==> src/rtl/wb2avm_pkg.sv <==
// Shared types and helpers for the Wishbone-classic to Avalon-MM master bridge.
// Holds the state encoding, lane swap helper, legal data widths and watchdog width.
package wb2avm_pkg;

   typedef enum logic [2:0] {
      ST_IDLE   = 3'd0,
      ST_CMD    = 3'd1,
      ST_RDWAIT = 3'd2,
      ST_ACK    = 3'd3,
      ST_DRAIN  = 3'd4,
      ST_ERR    = 3'd5
   } state_t;

   localparam int unsigned DATA_W_LEGAL [2] = '{32, 64};
   localparam int unsigned TIMEOUT_W = 16;

   // Reverses nb lanes of lw bits each; lw=8 for data, lw=1 for byte enables.
   function automatic logic [63:0] LANE_SWAP(input logic [63:0] d, input int nb, input int lw);
      logic [63:0] r;
      logic [5:0]  src;
      logic [5:0]  dst;
      r = '0;
      for (int i = 0; i < 8; i++) begin
         for (int b = 0; b < 8; b++) begin
            if ((i < nb) && (b < lw)) begin
               src    = 6'((i * lw) + b);
               dst    = 6'(((nb - 1 - i) * lw) + b);
               r[dst] = d[src];
            end
         end
      end
      return r;
   endfunction

endpackage

==> src/rtl/wb2avm_master_bridge_watchdog.sv <==
// Transfer watchdog: busy-cycle counter, limit compare and sticky stale-read flag.
// Only instantiated when WB2AVM_TIMEOUT_EN is defined.
module wb2avm_watchdog
   import wb2avm_pkg::*;
#(
   parameter int unsigned TIMEOUT_CYC = 1024
) (
   input  logic clk_i,
   input  logic rst_i,
   input  logic clr,
   input  logic busy,
   input  logic stale_set,
   input  logic rd_valid,
   output logic timeout,
   output logic stale
);

   logic [TIMEOUT_W-1:0] count_q;
   logic                 stale_q;

   always_ff @(posedge clk_i or posedge rst_i) begin
      if (rst_i) begin
         count_q <= '0;
         stale_q <= 1'b0;
      end else begin
         if (clr)
            count_q <= '0;
         else if (busy)
            count_q <= count_q + 1'b1;
         // A response owed to an abandoned read is swallowed exactly once.
         if (stale_set)
            stale_q <= 1'b1;
         else if (rd_valid)
            stale_q <= 1'b0;
      end
   end

   assign timeout = busy & (count_q == TIMEOUT_W'(TIMEOUT_CYC - 1));
   assign stale   = stale_q;

endmodule

==> src/rtl/wb2avm_master_bridge.sv <==
// Wishbone classic master to pipelined Avalon-MM master bridge, one outstanding transfer.
// Optional watchdog enabled by defining WB2AVM_TIMEOUT_EN.
//
// state  | meaning
// IDLE   | waiting for wb_cyc_i & wb_stb_i
// CMD    | avm_read/avm_write asserted until waitrequest drops
// RDWAIT | read accepted, waiting for readdatavalid
// ACK    | one-cycle wb_ack_o
// DRAIN  | aborted read, discarding its readdatavalid
// ERR    | watchdog fired, one-cycle wb_err_o
module wb2avm_master_bridge
   import wb2avm_pkg::*;
#(
   parameter int unsigned DATA_W      = 32,
   parameter int unsigned ADDR_W      = 32,
   parameter bit          BYTE_SWAP   = 1'b1,
   parameter int unsigned TIMEOUT_CYC = 1024
) (
   input  logic                clk_i,
   input  logic                rst_i,
   input  logic [ADDR_W-1:0]   wb_adr_i,
   input  logic [DATA_W-1:0]   wb_dat_i,
   input  logic [DATA_W/8-1:0] wb_sel_i,
   input  logic                wb_we_i,
   input  logic                wb_cyc_i,
   input  logic                wb_stb_i,
   output logic [DATA_W-1:0]   wb_dat_o,
   output logic                wb_ack_o,
   output logic                wb_err_o,
   output logic [ADDR_W-1:0]   avm_address,
   output logic [DATA_W-1:0]   avm_writedata,
   output logic [DATA_W/8-1:0] avm_byteenable,
   output logic                avm_read,
   output logic                avm_write,
   input  logic                avm_waitrequest,
   input  logic [DATA_W-1:0]   avm_readdata,
   input  logic                avm_readdatavalid
);

   localparam int NB = int'(DATA_W / 8);

   state_t            state_q, state_d;
   logic [ADDR_W-1:0] adr_q;
   logic [DATA_W-1:0] wdat_q, rdat_q;
   logic [NB-1:0]     sel_q;
   logic              we_q, abort_q;
   logic              wb_req, aborting, rvalid_ok, timeout, stale;
   logic [DATA_W-1:0] wdat_sw, rdat_sw;
   logic [NB-1:0]     sel_sw;

   assign wb_req    = wb_cyc_i & wb_stb_i;
   assign aborting  = abort_q | ~wb_cyc_i;
   assign rvalid_ok = avm_readdatavalid & ~stale;

   assign wdat_sw = BYTE_SWAP ? DATA_W'(LANE_SWAP(64'(wb_dat_i), NB, 8)) : wb_dat_i;
   assign rdat_sw = BYTE_SWAP ? DATA_W'(LANE_SWAP(64'(avm_readdata), NB, 8)) : avm_readdata;
   assign sel_sw  = BYTE_SWAP ? NB'(LANE_SWAP(64'(wb_sel_i), NB, 1)) : wb_sel_i;

`ifdef WB2AVM_TIMEOUT_EN
   logic wd_busy, wd_stale_set;

   assign wd_busy      = (state_q == ST_CMD) | (state_q == ST_RDWAIT) | (state_q == ST_DRAIN);
   assign wd_stale_set = timeout & ~rvalid_ok &
                         ((state_q == ST_RDWAIT) | (state_q == ST_DRAIN));

   wb2avm_watchdog #(
      .TIMEOUT_CYC (TIMEOUT_CYC)
   ) u_watchdog (
      .clk_i     (clk_i),
      .rst_i     (rst_i),
      .clr       (state_q == ST_IDLE),
      .busy      (wd_busy),
      .stale_set (wd_stale_set),
      .rd_valid  (avm_readdatavalid),
      .timeout   (timeout),
      .stale     (stale)
   );

   assign wb_err_o = (state_q == ST_ERR) & ~abort_q;
`else
   assign timeout  = 1'b0;
   assign stale    = 1'b0;
   assign wb_err_o = 1'b0;
`endif

   always_ff @(posedge clk_i or posedge rst_i) begin
      if (rst_i) begin
         state_q <= ST_IDLE;
         adr_q   <= '0;
         wdat_q  <= '0;
         sel_q   <= '0;
         we_q    <= 1'b0;
         rdat_q  <= '0;
         abort_q <= 1'b0;
      end else begin
         state_q <= state_d;
         if ((state_q == ST_IDLE) && wb_req) begin
            adr_q  <= wb_adr_i;
            wdat_q <= wdat_sw;
            sel_q  <= sel_sw;
            we_q   <= wb_we_i;
         end
         if ((state_q == ST_RDWAIT) && rvalid_ok && !aborting)
            rdat_q <= rdat_sw;
         if (state_q == ST_IDLE)
            abort_q <= 1'b0;
         else if (((state_q == ST_CMD) || (state_q == ST_RDWAIT)) && !wb_cyc_i)
            abort_q <= 1'b1;
      end
   end

   always_comb begin
      state_d = state_q;
      unique case (state_q)
         ST_IDLE:   if (wb_req) state_d = ST_CMD;
         // An issued command is never retracted on abort; only the watchdog may drop it.
         ST_CMD: begin
            if (!avm_waitrequest) begin
               if (we_q) state_d = aborting ? ST_IDLE : ST_ACK;
               else      state_d = aborting ? ST_DRAIN : ST_RDWAIT;
            end else if (timeout) begin
               state_d = ST_ERR;
            end
         end
         ST_RDWAIT: begin
            if (rvalid_ok)     state_d = aborting ? ST_IDLE : ST_ACK;
            else if (timeout)  state_d = ST_ERR;
            else if (aborting) state_d = ST_DRAIN;
         end
         ST_ACK:    state_d = ST_IDLE;
         ST_DRAIN: begin
            if (rvalid_ok)    state_d = ST_IDLE;
            else if (timeout) state_d = ST_ERR;
         end
         ST_ERR:    state_d = ST_IDLE;
         default:   state_d = ST_IDLE;
      endcase
   end

   assign avm_read       = (state_q == ST_CMD) & ~we_q;
   assign avm_write      = (state_q == ST_CMD) & we_q;
   assign wb_ack_o       = (state_q == ST_ACK);
   assign avm_address    = adr_q;
   assign avm_writedata  = wdat_q;
   assign avm_byteenable = sel_q;
   assign wb_dat_o       = rdat_q;

endmodule

==> config.mk <==
export PLATFORM = sky130hd
export DESIGN_NAME = wb2avm_master_bridge
export DESIGN_NICKNAME = d
export VERILOG_FILES = /design/src/rtl/wb2avm_pkg.sv /design/src/rtl/wb2avm_master_bridge_watchdog.sv /design/src/rtl/wb2avm_master_bridge.sv
export SDC_FILE = /design/constraint.sdc
export NUM_CORES = 1
export LEC_CHECK = 0
export ABC_AREA = 0
export CAP_MARGIN = 20
export CORE_ASPECT_RATIO = 0.6
export CORE_MARGIN = 4
export CORE_UTILIZATION = 43
export DETAILED_ROUTE_END_ITERATION = 6
export GPL_TIMING_DRIVEN = 1
export HOLD_SLACK_MARGIN = 0.08
export PLACE_DENSITY = 0.95
export SYNTH_ARGS = -nofsm -noshare
export SYNTH_HDL_FRONTEND = slang
export SYNTH_HIERARCHICAL = 1
export SYNTH_SLANG_ARGS = --single-unit
export TNS_END_PERCENT = 100
==> constraint.sdc <==
create_clock -name clk_i -period 7.5 [get_ports clk_i]
set_input_delay 2.25 -clock clk_i [delete_from_list [all_inputs] [get_ports clk_i]]
set_output_delay 2.25 -clock clk_i [all_outputs]
set_load 0.02 [all_outputs]
==> metrics.cfg, run 1 <==
[clock_tree]
clk_latency_ns = 0.33
ctsLongestPathBuffers = 2
cts_buffers = 9
clockRootBuffer = clkbuf_16
htreeDepth = 3
tritoncts = yes
cts.sinks = 105
clkTransAtPathRegs_ns = 0.07
postCtsHoldBufs = 0
post-cts-setup-buffer-count = 0
ctsResizeCount = 0

[synthesis]
synth_top_area_frac = 0.643
ys_seq_area_frac = 0.643
syn-mean-instance-area_sq_um = 16.1
synthTopCellsByArea = dfrtp_1 64%, mux2_2 25%, mux2_1 2.8%
yosysTopAreaCell = dfrtp_1
ys_async_sr_fraction = 1.00
ys_types = 31
synthCells = 253
ys_seq_elements = 105
synth-edff-count = 0
synth_fp_nets = 360
ys.flop_type = dfrtp_1
synthMostInstantiatedCell = dfrtp_1
synth_warnings = 6
synth_area_sq_um = 4080
synth_top_cells_by_count = 105 x dfrtp_1, 91 x mux2_2, 10 x mux2_1

[cells_and_area]
area_growth_pct = 60.6
drive_gt1_frac = 0.240
n_antenna_cell = 0
final_nets = 569
fin_cells = 596

[hold_path]
min_from = avm_writedata[5]$_DFFE_PP0P_
hp-class = flop to flop
hold_end = avm_writedata[5]$_DFFE_PP0P_
whs_path_depth = 1

[floorplan]
fp.dieW_um = 134
die_h_um = 83.5
die_area_sq_um = 11200
initial_utilization = 0.443
boundaryPins = 211
core_area_sq_um = 9220
num_rows = 27

[route]
postRouteAntennaNets = 0
routedWlPerCell_um = 17.9
viasPerCell = 4.80
drc_errors = 0
routed-via-count = 2862
drtIter0Drc = 91
wl_mm = 10.7
drtPass1Iterations = 4

[place]
io_buffers = 209
dp.cells = 581
pre_cts_slack_ns = 3.14
dpl.hpwl_mm = 8.19
gp_congestion = 0.826

[worst_setup_path]
path_class = flop to output port
path_buf_inv = 1
r2r-end = wb_dat_o[8]$_DFFE_PP0P_
regToRegSetupSlack_ns = 5.38
cp-end-kind = output port
crit_chain = nor2_1, nand2_1, nor2_1, clkdlybuf4s50_1
cp_top_family = buffers and inverters
slowest_delay_ns = 0.63
r2r_start = state_q[0]$_DFFE_PP0P_
cp-startpoint = state_q[1]$_DFFE_PP0P_
critPathArrivalTime_ns = 1.91
reg2reg_depth = 4
cp_max_fo = 14
worstPathRequired_ns = 5.25
slowest_stage = clkdlybuf4s50_1
crit_top_cell = nor2_1
startpoint_type = flop

[timing]
fin_ws_ns = 3.34
slew_headroom = 0.445
setup_viol = 0
max_freq_mhz = 241
maxSlewViolCount = 0
tns_ns = 0
fin_worst_skew_ns = 0.00677
finalHoldViolCount = 0
min_period_ns = 4.16
worstMarginPinSlew_ns = 0.833
rsz0062_at_grt = false
timing.hold.ws_ns = 0.489
finalCritPeriodShare = 0.554

[power]
power_per_cell_area_nw_per_um2 = 414
leakagePower_nw = 2.77
finalPower_w = 0.00272
peakVddDrop_v = 0.000279

[global_route]
grt_pass1_wl_mm = 17.4
antenna_found_initial = 0
overflow = 0
grt_usage = 0.199
grt_start_max_net_pins = 70
first_global_vias = 3224

[flow_run]
cap_violations = 0

[outcome]
outcome = finished, final reports clean

[registers in the layout, summed over array words and instances (netlist names)]
register	flops
avm_address	32
avm_writedata	32
wb_dat_o	32
avm_byteenable	4
state_q	3
abort_q	1
we_q	1
[worst max-delay path by stage]
stage | cells past startpoint | slack [ns] | end
2_1_floorplan | 1 | 2.49 | abort_q$_DFFE_PP0P_
3_3_place_gp | 5 | 3.22 | avm_address[14]$_DFFE_PP0P_
3_5_place_dp | 5 | 3.14 | avm_address[11]$_DFFE_PP0P_
4_1_cts | 4 | 3.32 | avm_read
5_1_grt | 4 | 3.21 | avm_read
6_report | 4 | 3.34 | avm_read
[layout by cell type, fill, tap and decap left out, drive strengths merged, types with 2 or more instances in the layout]
cell type / instances
clkdlybuf4s50: 209
dfrtp: 105
mux2: 101
clkbuf: 11
nand2: 3
buf: 3
nor4: 3
nor2b: 2
nor2: 2
and3: 2
nor3b: 2
a21oi: 2
clkinvlp: 2
inv: 2
clkinv: 2
[routing by layer]
metal | vias to the layer above | part of all wire | track usage
met2 | 129 | 0.49 | 0.335
met1 | 1405 | 0.38 | 0.224
met4 | 0 | 0.0097 | 0.0458
met3 | 10 | 0.12 | 0.105
li1 | 1318 | - | -
met5 | - | 0 | 0
[worst reg2reg max path, cell delays in order (launching register included)]
cell	delay, ns
dfrtp_1	0.64
and4bb_2	0.31
nand2_1	0.24
buf_4	0.40
mux2_2	0.40
[layout make-up]
type                    instances  area [sq um]
clock inverters                 4          28.8
multi-input cells             132          1360
clock buffers                  11           253
fillers                       623          2660
flip-flops and latches        105          2630
repair buffers                212          2110
inverters                       2          10.0
well taps                     130           163
[kinds of logic (layout without fill, tap and decap cells)]
| kind of cell | Yosys count | count (layout) | synth area share |
|---|---|---|---|
| AOI/OAI and AO/OA | 8 | 8 | 0.0147 |
| xor gates and xnor gates | 1 | 1 | 0.00214 |
| buffers and inverters | 16 | 229 | 0.0230 |
| DFF | 105 | 105 | 0.643 |
| muxes | 101 | 101 | 0.278 |
| other | 1 | 1 | 0.000918 |
| and+or+nand+nor | 21 | 21 | 0.0374 |
[per-stage QoR]
stage	utilization	instance area, sq um
final	0.711	6560
after detailed placement	0.681	6280
after CTS	0.711	6560
after floorplan	-	4080
after global routing	0.711	6560
after global placement	0.681	6280
[report_power, final]
| group | switching, W | internal, W | total, W | leakage, nW |
|---|---|---|---|---|
| Combinational | 0.000588 | 0.000704 | 0.00129 | 1.34 |
| Clock | 0.000199 | 0.000241 | 0.000440 | 0.134 |
| Sequential | 0.000158 | 0.000828 | 0.000985 | 1.30 |
| Total | 0.000944 | 0.00177 | 0.00272 | 2.77 |
Note: power is estimated with default switching activity, not from simulation.
==> run 2, diff against run 1 <==
- CORE_UTILIZATION: 43 -> 40
- PLACE_DENSITY: 0.95 -> 0.91
- clock period: 7.5 -> 3.87 ns (I/O delays scaled with it)
==> run 2 against run 1 <==
Compared with the run above: design area rose by 0.72%; combinational power up 95%; cell count up 1.2%; sequential share of layout area decreased by 0.29 points; utilization shrank 4.5 points; clock skew fell by 0.0020 ns; routed wire length down 2.3%; largest cell class unchanged; worst hold slack got worse by 0.0056 ns; worst setup slack worse by 2.6 ns; global-route usage fell by 2.2 points; power up 95%; die area up 6.9%.
==> metrics.cfg, run 2 (synthesized netlist as in run 1, its figures left out) <==
[place]
gp_congestion = 0.766  ; -7.2%
io_buffers = 209  ; unchanged
dp.cells = 587  ; +1.0%
dpl.hpwl_mm = 7.93  ; -3.2%
pre_cts_slack_ns = 0.909  ; -2.23 ns

[timing]
finalCritPeriodShare = 0.808
fin_worst_skew_ns = 0.00482  ; -0.00195 ns
timing.hold.ws_ns = 0.484  ; -0.00564 ns
finalHoldViolCount = 0  ; unchanged
worstMarginPinSlew_ns = 0.595  ; -0.238 ns
maxSlewViolCount = 0  ; unchanged
tns_ns = 0  ; unchanged
max_freq_mhz = 320
setup_viol = 0  ; unchanged
rsz0062_at_grt = false
min_period_ns = 3.13
slew_headroom = 0.603  ; +0.159
fin_ws_ns = 0.744  ; -2.60 ns

[route]
viasPerCell = 4.75  ; -1.0%
drtPass1Iterations = 4  ; unchanged
routed-via-count = 2866  ; +0.14%
drc_errors = 0  ; unchanged
wl_mm = 10.5  ; -2.3%
postRouteAntennaNets = 0  ; unchanged
routedWlPerCell_um = 17.3  ; -3.4%
drtIter0Drc = 71  ; -22%

[outcome]
outcome = finished, final reports clean

[clock_tree]
ctsLongestPathBuffers = 2  ; unchanged
cts_buffers = 9  ; unchanged
clkTransAtPathRegs_ns = 0.07  ; about the same
post-cts-setup-buffer-count = 0  ; unchanged
ctsResizeCount = 0  ; unchanged
cts.sinks = 105  ; unchanged
htreeDepth = 3  ; unchanged
clk_latency_ns = 0.33  ; about the same
tritoncts = yes
clockRootBuffer = clkbuf_16
postCtsHoldBufs = 0  ; unchanged

[global_route]
global_route.usage.met3 = 0.0970  ; -0.00840
busiest_layer = met2
antenna_found_initial = 0  ; unchanged
grt_util_met2 = 0.285  ; -0.0504
grt_pass1_wl_mm = 16.8  ; -3.4%
grt_start_max_net_pins = 70  ; unchanged
overflow = 0  ; unchanged
grt_usage = 0.177  ; -0.0219
met1_usage = 0.212  ; -0.0116
first_global_vias = 3222  ; -0.062%

[worst_setup_path]
path_buf_inv = 1  ; unchanged
cp_max_fo = 14  ; unchanged
crit_chain = nor2_1, and3_1, clkdlybuf4s50_1
critPathArrivalTime_ns = 1.97  ; +0.06 ns
reg2reg_depth = 4  ; unchanged
cp_top_family = buffers and inverters
slowest_stage = clkdlybuf4s50_1
path_class = flop to output port
slowest_delay_ns = 0.65  ; +0.02 ns
cp-end-kind = output port
startpoint_type = flop
cp_num_cells = 3  ; -1
worstPathRequired_ns = 2.71  ; -2.54 ns

[floorplan]
num_rows = 28  ; +3.7%
boundaryPins = 211  ; unchanged
initial_utilization = 0.412  ; -0.0309
die_area_sq_um = 11900  ; +6.9%
die_h_um = 86.3  ; +3.3%
core_area_sq_um = 9910  ; +7.5%
fp.dieW_um = 138  ; +3.5%

[cells_and_area]
fin_util = 0.666  ; -0.0448
area_growth_pct = 61.8
layout_commonest_cell = clkdlybuf4s50_1
drive_gt1_frac = 0.239  ; -0.00103
final_cell_mix = 209 x clkdlybuf4s50_1, 105 x dfrtp_1, 91 x mux2_2
fill_cells = 701  ; +13%
final_nets = 570  ; +0.18%
n_antenna_cell = 0  ; unchanged
fin_cells = 603  ; +1.2%

[flow_run]
cap_violations = 0  ; unchanged

[power]
peakVddDrop_v = 0.000499  ; +79%
leakagePower_nw = 2.79  ; +0.51%
power_per_cell_area_nw_per_um2 = 801  ; +93%

[hold_path]
hp-class = flop to flop
whs_path_depth = 1  ; unchanged

==> run 2: where the power goes <==
| group | internal, W | leakage, nW | switching (W) |
|---|---|---|---|
| Combinational | 0.00137 | 1.35 | 0.00114 |
| Clock | 0.000501 | 0.139 | 0.000380 |
| Sequential | 0.00160 | 1.30 | 0.000297 |
| Total | 0.00347 | 2.79 | 0.00182 |
==> run 2: path summary, 6_finish.rpt <==
check	startpoint	slack, ns	end
setup / recovery	state_q[1]$_DFFE_PP0P_	0.74	avm_write
hold / removal	avm_writedata[7]$_DFFE_PP0P_	0.48	avm_writedata[7]$_DFFE_PP0P_
setup reg to reg	state_q[0]$_DFFE_PP0P_	1.95	wb_dat_o[3]$_DFFE_PP0P_
hold reg to reg	avm_writedata[7]$_DFFE_PP0P_	0.48	avm_writedata[7]$_DFFE_PP0P_
max in group asynchronous	rst_i	2.06	wb_dat_o[11]$_DFFE_PP0P_
min in group asynchronous	rst_i	1.26	wb_dat_o[31]$_DFFE_PP0P_
==> run 2: stage by stage <==
stage	power (W)	instance area [sq um]
floorplan	0.00313	4090
finish	0.00529	6610
global route	0.00558	6610
detailed placement	0.00446	6320
CTS	0.00536	6610
global placement	0.00437	6320
==> run 2: worst reg2reg max path: stages (launching register included) <==
cell	delay, ns
dfrtp_1	0.63
and4bb_2	0.31
nand2_1	0.07
buf_4	0.38
mux2_2	0.41
==> run 2: layout make-up <==
| class | count | area, sq um | share of cell area |
|---|---|---|---|
| Clock buffer | 11 | 233 | 0.0352 |
| Multi-Input combinational cell | 132 | 1360 | 0.206 |
| Sequential cell | 105 | 2630 | 0.398 |
| Inverter | 2 | 11.3 | 0.00170 |
| Clock inverter | 5 | 56.3 | 0.00852 |
| Timing Repair Buffer | 213 | 2150 | 0.325 |
| Tap cell | 135 | 169 | 0.0256 |
==> run 2: routing by layer <==
metal | vias up | wire length [um] | share of wire
met5 | - | 0 | 0
met1 | 1397 | 4240 | 0.41
met3 | 8 | 1370 | 0.13
li1 | 1315 | - | -
met4 | 0 | 76 | 0.0073
met2 | 146 | 4760 | 0.46
==> run 3, diff against run 2 <==
- clock period: 3.87 -> 3 ns (I/O delays scaled with it)
==> run 3 against run 2 <==
Compared with the run above: worst setup slack got worse by 0.62 ns; cell count did not move; largest cell class unchanged; die area did not move; via count rose by 1.5%; clock skew fell by 0.00089 ns; critical path depth rose by 1; worst hold slack improved by 0.011 ns.
==> metrics.cfg, run 3 (synthesized netlist as in run 1, its figures left out) <==
[floorplan]
die_h_um = 86.3  ; unchanged
num_rows = 28  ; unchanged
core_area_sq_um = 9910  ; unchanged
fp.dieW_um = 138  ; unchanged
initial_utilization = 0.412  ; unchanged
die_area_sq_um = 11900  ; unchanged
boundaryPins = 211  ; unchanged

[timing]
setup_viol = 0  ; unchanged
min_period_ns = 2.88
finalCritPeriodShare = 0.959
slew_headroom = 0.654  ; +0.0508
worstMarginPinSlew_ns = 0.519  ; -0.0761 ns
timing.hold.ws_ns = 0.495  ; +0.0109 ns
finalHoldViolCount = 0  ; unchanged
fin_worst_skew_ns = 0.00393  ; -0.000891 ns
rsz0062_at_grt = false
max_freq_mhz = 348
maxSlewViolCount = 0  ; unchanged
tns_ns = 0  ; unchanged

[clock_tree]
clk_latency_ns = 0.33  ; about the same
cts.sinks = 105  ; unchanged
htreeDepth = 3  ; unchanged
ctsResizeCount = 0  ; unchanged
post-cts-setup-buffer-count = 0  ; unchanged
postCtsHoldBufs = 0  ; unchanged
clkTransAtPathRegs_ns = 0.07  ; about the same
tritoncts = yes
clockRootBuffer = clkbuf_16
cts_buffers = 9  ; unchanged
ctsLongestPathBuffers = 2  ; unchanged

[worst_setup_path]
cp-end-kind = output port
cp_max_fo = 14  ; unchanged
critPathArrivalTime_ns = 1.98  ; about the same
reg2reg_depth = 3  ; -1
regToRegSetupSlack_ns = 1.16  ; -0.79 ns
path_class = flop to output port
startpoint_type = flop
worstPathRequired_ns = 2.10  ; -0.61 ns

[cells_and_area]
n_antenna_cell = 0  ; unchanged
fin_cells = 603  ; unchanged
fill_cells = 694  ; -1.0%
final_cell_mix = 209 x clkdlybuf4s50_1, 105 x dfrtp_1, 91 x mux2_2
register_area_sq_um = 2630  ; unchanged
fin_util = 0.672  ; +0.00606
layout_commonest_cell = clkdlybuf4s50_1
multiInputGateArea_sq_um = 1360  ; unchanged
area_growth_pct = 63.2
drive_gt1_frac = 0.239  ; unchanged
final_nets = 570  ; unchanged

[global_route]
first_global_vias = 3322  ; +3.1%
overflow = 0  ; unchanged
grt_start_max_net_pins = 70  ; unchanged
antenna_found_initial = 0  ; unchanged
grt_usage = 0.183  ; +0.00620
grt_pass1_wl_mm = 17.3  ; +3.0%

[route]
drtPass1Iterations = 4  ; unchanged
drc_errors = 0  ; unchanged
postRouteAntennaNets = 0  ; unchanged
drtIter0Drc = 52  ; -27%
routed-via-count = 2910  ; +1.5%
wl_mm = 10.8  ; +3.1%
viasPerCell = 4.83  ; +1.5%
routedWlPerCell_um = 17.9  ; +3.1%

[power]
p_int_w = 0.00465  ; +34%
power.switching_w = 0.00236  ; +30%
finalPower_w = 0.00702  ; +33%
peakVddDrop_v = 0.000564  ; +13%
clockPowerShare = 0.187  ; +0.020
leakagePower_nw = 2.82  ; +1.1%
power_per_cell_area_nw_per_um2 = 1050  ; +31%
seqPwrFrac = 0.351  ; -0.008
switching_share = 0.337  ; -0.00644
p_comb_frac = 0.462  ; -0.012

[hold_path]
whs_path_depth = 1  ; unchanged
hp-class = flop to flop

[flow_run]
cap_violations = 0  ; unchanged

[outcome]
outcome = finished, final reports clean

[place]
dp.cells = 587  ; unchanged
io_buffers = 209  ; unchanged
dpl.hpwl_mm = 8.21  ; +3.6%
gp_congestion = 0.811  ; +5.8%

-- run 3: cell count changes in the layout (fill, tap and decap cells not counted), sizes merged --
cell	previous run	this run
bufinv	1	3
clkinv	3	2
clkinvlp	2	1
-- run 3: worst paths after layout --
kind                                              start                             to
max                              state_q[1]$_DFFE_PP0P_                       avm_read
min                        avm_writedata[9]$_DFFE_PP0P_   avm_writedata[9]$_DFFE_PP0P_
max reg2reg                      state_q[1]$_DFFE_PP0P_     avm_address[2]$_DFFE_PP0P_
min reg2reg                avm_writedata[9]$_DFFE_PP0P_   avm_writedata[9]$_DFFE_PP0P_
max in group asynchronous                         rst_i       wb_dat_o[21]$_DFFE_PP0P_
min in group asynchronous                         rst_i  avm_writedata[14]$_DFFE_PP0P_
-- run 3: layout make-up --
cell class | count | area share
Sequential cell | 105 | 0.394
Inverter | 2 | 0.00169
Clock inverter | 5 | 0.0156
Tap cell | 135 | 0.0253
Clock buffer | 11 | 0.0349
Timing Repair Buffer | 213 | 0.324
Multi-Input combinational cell | 132 | 0.204
-- run 3: per-stage QoR --
step	instance area (sq um)	setup slack (ns)
global placement	6330	0.365
floorplan	4090	0.840
finish	6670	0.124
global route	6670	0.0271
detailed placement	6330	0.267
CTS	6670	0.116
-- run 3: critical path: stages, from the launching register on --
cell             delay (ns)
dfrtp_1                0.55
nor2_1                 0.26
nand2_1                0.08
nor2_1                 0.13
clkdlybuf4s50_1        0.62
-- run 3: metal layers --
layer,share of wire,track usage
met1,0.39,0.205
met2,0.48,0.311
met3,0.13,0.104
met4,0.0062,0.0377
met5,0,0
-- run 3: power by group through the flow --
stage | clock [W] | combinational (W) | sequential (W)
6_report | 0.00131 | 0.00324 | 0.00247
5_1_grt | 0.00141 | 0.00342 | 0.00256
4_1_cts | 0.00135 | 0.00329 | 0.00248
3_5_place_dp | 0 | 0.00327 | 0.00249
3_3_place_gp | 0 | 0.00320 | 0.00243
2_1_floorplan | 0 | 0.000845 | 0.00320
